<file path="src/rtl/dsp_pkg.sv">
// Shared types and constants for the DSP48A1 operand sequencer.
// Tag kinds steer the slice OPMODE; the cleared kind maps to the P-clearing opcode.
package dsp_pkg;

  localparam logic [7:0] OPM_CLR   = 8'h00;  // X=0, Z=0
  localparam logic [7:0] OPM_FIRST = 8'h01;  // X=M, Z=0
  localparam logic [7:0] OPM_NEXT  = 8'h09;  // X=M, Z=P
  localparam logic [7:0] OPM_HOLD  = 8'h08;  // X=0, Z=P

  typedef enum logic [1:0] {
    KIND_CLR    = 2'd0,
    KIND_FIRST  = 2'd1,
    KIND_NEXT   = 2'd2,
    KIND_BUBBLE = 2'd3
  } tag_kind_e;

  typedef struct packed {
    tag_kind_e kind;
    logic      last;
  } tag_t;

  typedef enum logic [1:0] {
    ST_ACC   = 2'd0,
    ST_DRAIN = 2'd1,
    ST_HOLD  = 2'd2
  } state_e;

  function automatic logic [7:0] tag_opmode(input tag_kind_e kind);
    case (kind)
      KIND_FIRST:  return OPM_FIRST;
      KIND_NEXT:   return OPM_NEXT;
      KIND_BUBBLE: return OPM_HOLD;
      default:     return OPM_CLR;
    endcase
  endfunction

endpackage

</file>
<file path="src/rtl/dsp_tag_pipe.sv">
// Fixed-depth shift register of operand tags, aligned so the head tag
// meets the slice OPMODE register on the same edge its product reaches M.
module dsp_tag_pipe
  import dsp_pkg::*;
#(
  parameter int DEPTH = 2
) (
  input  logic clk,
  input  logic rst_n,
  input  tag_t i_tag,
  output tag_t o_head
);

  tag_t r_pipe [DEPTH];

  // NOTE: this tiny array is reset on purpose: cleared tags drive OPM_CLR,
  // which is what zeroes P after reset. Large RAM-like arrays should not be reset.
  always_ff @(posedge clk or negedge rst_n) begin
    if (!rst_n) begin
      for (int i = 0; i < DEPTH; i++) r_pipe[i] <= '0;
    end else begin
      r_pipe[0] <= i_tag;
      for (int i = 1; i < DEPTH; i++) r_pipe[i] <= r_pipe[i-1];
    end
  end

  assign o_head = r_pipe[DEPTH-1];

endmodule

</file>
<file path="src/rtl/dsp_mac_seq.sv">
// Operand sequencer driving a DSP48A1-style slice to compute signed dot
// products of streamed (a, b) pairs; returns one 48-bit total per vector.
module dsp_mac_seq
  import dsp_pkg::*;
#(
  parameter int P_LAT = 3,
  parameter int CNT_W = 16
) (
  input  logic              CLK,
  input  logic              RST_N,
  input  logic              S_VALID,
  output logic              S_READY,
  input  logic [17:0]       S_A,
  input  logic [17:0]       S_B,
  input  logic              S_LAST,
  output logic [17:0]       DSP_A,
  output logic [17:0]       DSP_B,
  output logic [17:0]       DSP_D,
  output logic [7:0]        DSP_OPMODE,
  input  logic [47:0]       DSP_P,
  output logic              R_VALID,
  input  logic              R_READY,
  output logic [47:0]       R_DATA,
  output logic [CNT_W-1:0]  R_COUNT
);

  state_e           r_state, w_state_nxt;
  logic             r_started;
  logic             w_accept;
  logic [CNT_W-1:0] r_cnt, w_cnt_inc, r_count;
  logic [17:0]      r_dsp_a, r_dsp_b;
  logic [47:0]      r_data;
  logic [1:0]       r_cap_dly;
  tag_t             w_tag_in, w_head;

  assign w_accept  = S_VALID && S_READY;
  assign w_cnt_inc = (&r_cnt) ? r_cnt : r_cnt + CNT_W'(1);

  // A zero count means no sample of the current vector has been taken yet.
  always_comb begin
    w_tag_in.kind = KIND_BUBBLE;
    w_tag_in.last = 1'b0;
    if (w_accept) begin
      w_tag_in.kind = (r_cnt == '0) ? KIND_FIRST : KIND_NEXT;
      w_tag_in.last = S_LAST;
    end
  end

  dsp_tag_pipe #(.DEPTH(P_LAT - 1)) u_tag_pipe (
    .clk    (CLK),
    .rst_n  (RST_N),
    .i_tag  (w_tag_in),
    .o_head (w_head)
  );

  // NOTE: sequential state uses <= only so every register samples pre-edge values.
  always_ff @(posedge CLK or negedge RST_N) begin
    if (!RST_N) r_state <= ST_ACC;
    else        r_state <= w_state_nxt;
  end

  // NOTE: defaults first so every path assigns w_state_nxt and no latch is inferred.
  always_comb begin
    w_state_nxt = r_state;
    case (r_state)
      ST_ACC:   if (w_accept && S_LAST) w_state_nxt = ST_DRAIN;
      ST_DRAIN: if (r_cap_dly[1])       w_state_nxt = ST_HOLD;
      ST_HOLD:  if (R_READY)            w_state_nxt = ST_ACC;
      default:                          w_state_nxt = ST_ACC;
    endcase
  end

  always_comb begin
    S_READY = r_started && (r_state == ST_ACC);
    R_VALID = (r_state == ST_HOLD);
  end

  // The last tag leaves the head one edge before P holds the total;
  // capture on the edge after that.
  always_ff @(posedge CLK or negedge RST_N) begin
    if (!RST_N) begin
      r_started <= 1'b0;
      r_dsp_a   <= '0;
      r_dsp_b   <= '0;
      r_cnt     <= '0;
      r_count   <= '0;
      r_data    <= '0;
      r_cap_dly <= '0;
    end else begin
      r_started <= 1'b1;
      r_dsp_a   <= w_accept ? S_A : '0;
      r_dsp_b   <= w_accept ? S_B : '0;
      r_cap_dly <= {r_cap_dly[0], w_head.last};
      if (w_accept) begin
        if (S_LAST) begin
          r_count <= w_cnt_inc;
          r_cnt   <= '0;
        end else begin
          r_cnt   <= w_cnt_inc;
        end
      end
      if (r_cap_dly[1]) r_data <= DSP_P;
    end
  end

  assign DSP_A      = r_dsp_a;
  assign DSP_B      = r_dsp_b;
  assign DSP_D      = '0;
  assign DSP_OPMODE = tag_opmode(w_head.kind);
  assign R_DATA     = r_data;
  assign R_COUNT    = r_count;

endmodule

</file>
<file path="config.mk">
export PLATFORM = sky130hd
export DESIGN_NAME = dsp_mac_seq
export DESIGN_NICKNAME = d
export VERILOG_FILES = /design/src/rtl/dsp_pkg.sv /design/src/rtl/dsp_tag_pipe.sv /design/src/rtl/dsp_mac_seq.sv
export SDC_FILE = /design/constraint.sdc
export NUM_CORES = 1
export LEC_CHECK = 0
export CAP_MARGIN = 20
export CORE_UTILIZATION = 35
export CTS_CLUSTER_SIZE = 14
export DETAILED_ROUTE_END_ITERATION = 8
export GPL_TIMING_DRIVEN = 0
export PLACE_DENSITY = 0.67
export SYNTH_ARGS = -nofsm -noshare
export SYNTH_HDL_FRONTEND = slang
export SYNTH_SLANG_ARGS = --single-unit
</file>
<file path="constraint.sdc">
create_clock -name CLK -period 1.9 [get_ports CLK]
set_clock_uncertainty 0.05 [all_clocks]
set_input_delay 0.38 -clock CLK [delete_from_list [all_inputs] [get_ports CLK]]
set_output_delay 0.38 -clock CLK [all_outputs]
set_load 0.02 [all_outputs]
</file>
### After elaboration in Yosys (flattened, before gate mapping)

Cells that the tools add are included.

| cells by class | value |
|---|---|
| $add $sub $neg | 1 |
| multiplexer cells | 11 |
| reduce and logical (&&, ||, !) cells | 8 |
| equality and inequality tests | 8 |

Operators with widths:

| operator | number |
|---|---|
| 2-to-1 mux 18 bit | 2 |
| 2-to-1 mux 16 bit | 2 |
| adder 16 x 1 -> 16 bit (second input constant) | 1 |
| zero test 16 bit | 1 |
| AND reduction 16 bit | 1 |
| case mux 4 bit (3 select lines) | 1 |
| 2-to-1 mux 2 bit | 4 |
| equality test 2 bit (second input constant) | 3 |
| case mux 2 bit (3 select lines) | 1 |
| equality test 2 x 1 -> 1 bit (second input constant) | 2 |
| inequality test 2 bit (second input constant) | 2 |
| logical AND 1 bit | 3 |
| 2-to-1 mux 3 bit | 1 |
| AND reduction 3 bit | 1 |
| zero test 2 bit | 1 |
| inequality test 2 x 1 -> 1 bit (second input constant) | 1 |
| AND reduction 2 bit | 1 |

| word-level totals | value |
|---|---|
| logic and storage cells | 40 |
| output and inout bits | 128 |
| register bits after elaboration | 127 |
| bits of input ports | 89 |

### Longest topological paths before layout

| logic depth | value |
|---|---|
| depth in word-level cells | 6 |
| depth in mapped cells | 6 |
| mapped depth without buffers | 5 |

### Modules after synthesis

From an unflattened synthesis, not the netlist that was laid out.

| second synthesis, totals | value |
|---|---|
| cell total of the unflattened synthesis | 448 |
| area, all modules | 5401.4 um^2 |

Modules (own cells, without submodules):

| module | area each (um^2) | cells each | instances | seq. area each (um^2) |
|---|---|---|---|---|
| dsp_mac_seq | 5228.8 | 439 | 1 | 3027.9 |
| dsp_tag_pipe | 172.7 | 9 | 1 | 150.1 |

### Worst setup path before layout

OpenSTA, ideal clock, no wires.

| timing | value |
|---|---|
| kind | register to register |
| from | register r_cnt[0] |
| to | register r_count[4], in the netlist R_COUNT[4] |
| setup slack | 178 ps |
| arrival | 1576 ps |
| buffers on the path | 1 |
| data required time | 1754 ps |
| clock period less this slack | 1722 ps |
| stages on the path, launching flop included | 7 |
| library setup time | 96 ps |
| cell sequence | dfrtp_1 > ha_1 > nand3_1 > nor4_4 > buf_6 > nor2_1 > o31ai_1 |

| between the ends | value |
|---|---|
| word-level cells in the longest chain between the ends | 2 |
| elaborated cells between the ends (all ways) | 3 |
| classes of those cells | add/sub: 1; mux: 1; reduce/logical: 1 |

RTL lines:

| item | RTL line | RTL |
|---|---|---|
| start: declaration | dsp_mac_seq.sv:30 | `logic [CNT_W-1:0] r_cnt, w_cnt_inc, r_count;` |
| start signal: assignment | dsp_mac_seq.sv:99 | `r_cnt <= w_cnt_inc;` |
| adder 16 x 1 -> 16 bit or AND reduction 16 bit (tied branches) | dsp_mac_seq.sv:37 | `assign w_cnt_inc = (&r_cnt) ? r_cnt : r_cnt + CNT_W'(1);` |
| 2-to-1 mux 16 bit (*) | dsp_mac_seq.sv:37 |  |
| end signal: assignment | dsp_mac_seq.sv:96 | `r_count <= w_cnt_inc;` |
| end: declaration | dsp_mac_seq.sv:30 |  |

Mark *: on every way between the ends. The rest lies on a longest branch, timed or not.
A chain may end at the register's enable or synchronous reset.

### Worst setup path in the final report

| timing | value |
|---|---|
| from | register r_data[31], in the netlist R_DATA[31] |
| to | output R_DATA[31] |

RTL lines:

| item | RTL line | RTL |
|---|---|---|
| start: declaration | dsp_mac_seq.sv:32 | `logic [47:0] r_data;` |
| start signal: assignment | dsp_mac_seq.sv:87 | `r_data <= '0;` |
| start signal: assignment | dsp_mac_seq.sv:102 | `if (r_cap_dly[1]) r_data <= DSP_P;` |
| end: declaration | dsp_mac_seq.sv:23 | `output logic [47:0] R_DATA,` |

No word-level cell between the ends.

==> reports/qor.csv <==
metric;value;unit
Syn. warnings;0;
vias;4214;
Area contributors post-synth;dfrtp_1, mux2_2, and2_1;
EDFF count, synth;0;
H-tree depth;4;
TritonCTS clock tree;yes;
Critical Path AT;1.40;ns
Reg-to-Reg Start;r_cnt[2];
Cell Chain, Critical Path;clkdlybuf4s50_1;
Power Density;1310;nW/um2
CP Buf/Inv Count;1;
Die Y;126;um
Area growth, synth to finish;55.5;%
Cell variety after synth;51;
Max VDD drop;0.000587;V
share of the synthesized area in the top cell type;0.591;
crit-path max cell delay;0.62;ns
Tmin final;1.83;ns
leakage;0.00369;uW
internal power;7500;uW
Die W;126;um
FF-to-FF path depth;5;
FF+latch count, synth;127;
Routed Antenna Nets;0;
first-pass GRT wire length;22.1;mm
final hold vios;0;
Vias per Instance;4.78;
Synth Flop Type;dfrtp_1;
# Max-Cap Violations;0;
Mapped Area;5380;um2
Ports;217;
Critical R2R Capture;R_COUNT[11];
Slew @ Worst Pin;0.614;ns
CTS Sinks;127;
RePlAce Congestion;0.897;
Gate Count Post-Synth;445;
critical-path maximum fanout;2;
register area share after synthesis;0.591;
combinational power share;0.343;
Initial Util;0.365;
clk slew on worst S/H paths;0.06;ns
critical path depth;1;
FF-to-FF setup slack;0.08;ns
Synth Area per Inst;12.1;um2
Clk pwr share;0.303;
sw frac;0.315;
Port-buffer cells;191;
RSZ-0062 raised after global routing;true;
gr usage total;0.179;
final WL;13.7;mm
vias in the first global route;4372;
Async SR Flop Fraction;1.00;
startpoint types;register;
setup violators final;0;
fin crit share;0.963;
Slew Limit Fails;0;
Worst Setup SP;R_DATA[31];
capturing element type of the critical path;output pin;
worst rel slew slack;0.591;
Setup TNS;0;ns
largest net degree at the start of global routing;67;
total CTS buffers;17;
Worst EP required;1.47;ns
switching power summed over all nets;3450;uW
clk buf depth;2;
nets@finish;777;
row count;44;
Reg power frac;0.354;
Critical Path End;R_DATA[31];
placed cells;844;
Fmax;0.546;GHz
Antenna Cells;0;
Hold Path Class;reg -> reg;
drt wl/cell;15.5;um
Crit Path Category;reg -> out;
drt first pass iters;5;
layout cells sized above 1;0.214;
DRC errors left;0;
biggest area consumer among synthesized cells;dfrtp_1;
CTS root buffer;clkbuf_16;
initial antenna violation count;0;
status;complete, no violations;
GRT overflow;0;
die area;15900;um2
initial drt markers;361;
core footprint;14800;um2
Worst path slowest cell;clkdlybuf4s50_1;
delay-heaviest family, CP;buffers and inverters;
dpl hpwl;10.1;mm
post-route insts no fill;881;
worst-skew pair later-pin latency;0.41;ns
through the flow:
step / total power (uW) / util / instance area [um2] / hold slack, ns / worst slack [ns]
2_1_floorplan: 5730 / - / 5470 / 0.0344 / 0.178
3_3_place_gp: 7610 / 0.516 / 7610 / 0.284 / -4.49
3_5_place_dp: 7690 / 0.518 / 7640 / 0.286 / -0.411
4_1_cts: 11100 / 0.561 / 8270 / 0.299 / 0.00491
5_1_grt: 11500 / 0.567 / 8360 / 0.304 / -0.00352
6_report: 10900 / 0.567 / 8360 / 0.296 / 0.0699
repair_timing:
| action | in CTS | in global routing |
|---|---|---|
| gates resized for setup | 13 | 25 |
| setup buffers | 1 | 3 |
| pin swaps | 3 | 2 |
| hold endpoints to repair | 65 | 0 |
| setup endpoints to repair | 25 | 33 |
| hold buffers | 1 | 0 |
registers in the layout, indices dropped and copies added, names as in the netlist:
signal,flops
DSP_B,18
R_COUNT,16
R_DATA,48
u_tag_pipe.r_pipe,3
r_state,2
DSP_A,18
r_cap_dly,2
r_cnt,16
r_started,1
u_tag_pipe.o_head,3
power groups by stage:
stage | Sequential, uW | Combinational, uW | Clock (uW)
6_report | 3880 | 3760 | 3310
5_1_grt | 3990 | 3990 | 3540
4_1_cts | 3870 | 3780 | 3400
3_5_place_dp | 3920 | 3780 | 0
3_3_place_gp | 3870 | 3730 | 0
2_1_floorplan | 4730 | 1000 | 0
worst min path at each step:
stage | start | endpoint | slack, ns | cells after the start
after floorplan | RST_N | DSP_A[0] | 0.03 | 0
after global placement | r_cap_dly[0] | r_cap_dly[1] | 0.28 | 0
after detailed placement | r_cap_dly[0] | r_cap_dly[1] | 0.29 | 0
after CTS | r_cap_dly[0] | r_cap_dly[1] | 0.30 | 0
after global routing | u_tag_pipe.o_head[0] | r_cap_dly[0] | 0.30 | 0
final | r_cap_dly[0] | r_cap_dly[1] | 0.30 | 0
cell usage after synthesis, types with 2 or more instances:
cell type	n
nor4_1	4
inv_1	9
a31oi_1	9
and4_1	4
o311ai_0	2
or3_1	3
or4_1	5
and3_1	5
clkbuf_1	9
a21oi_1	17
nand2b_1	2
nand4_1	4
buf_1	6
o31ai_1	7
conb_1	2
buf_4	28
nor3_1	5
and2_1	36
nand3_1	12
or2_2	2
mux2_2	48
buf_2	8
nand2_1	23
o21ai_0	15
o41ai_1	3
dfrtp_1	127
nand4_2	3
mux2i_1	4
o211ai_1	2
nor2_1	17
ha_1	4
layout make-up:
type | count | area, um2
plain buffers | 52 | 323
clock buffers | 17 | 425
clock inverters | 15 | 185
fillers | 1199 | 6390
inverters | 9 | 36.3
multi-input cells | 280 | 2010
flip-flops and latches | 127 | 3180
well taps | 184 | 230
repair buffers | 197 | 1980
layer usage:
layer / part of all wire / vias to the layer above / global-route usage / wire [um]
met5: 0 / - / 0 / 0
met1: 0.42 / 2005 / 0.213 / 5670
met3: 0.077 / 18 / 0.0637 / 1060
met4: 0.016 / 0 / 0.0617 / 221
met2: 0.49 / 190 / 0.300 / 6710
li1: - / 2001 / - / -
cells by family (layout without fill, tap and decap cells):
group	Yosys count	after routing	share of synthesized area
fa+ha+maj	4	4	0.00930
mux	52	52	0.108
compound gates	62	62	0.0721
simple gates	135	135	0.150
flops	127	127	0.591
xor+xnor	2	2	0.00326
buf+inv	61	290	0.0654
other cells	2	25	0.00140
cells in the final DEF, fill, tap and decap left out, drive strengths merged, types with 13 or more instances in the layout:
cell	netlist	final
dfrtp	127	127
mux2	48	48
clkbuf	9	27
o21ai	15	15
nand2	25	25
and2	36	36
a21oi	17	17
conb	2	25
inv	9	13
nor2	17	17
buf	43	50
clkdlybuf4s50	0	186
No activity file was read; power rests on OpenSTA's default activity.
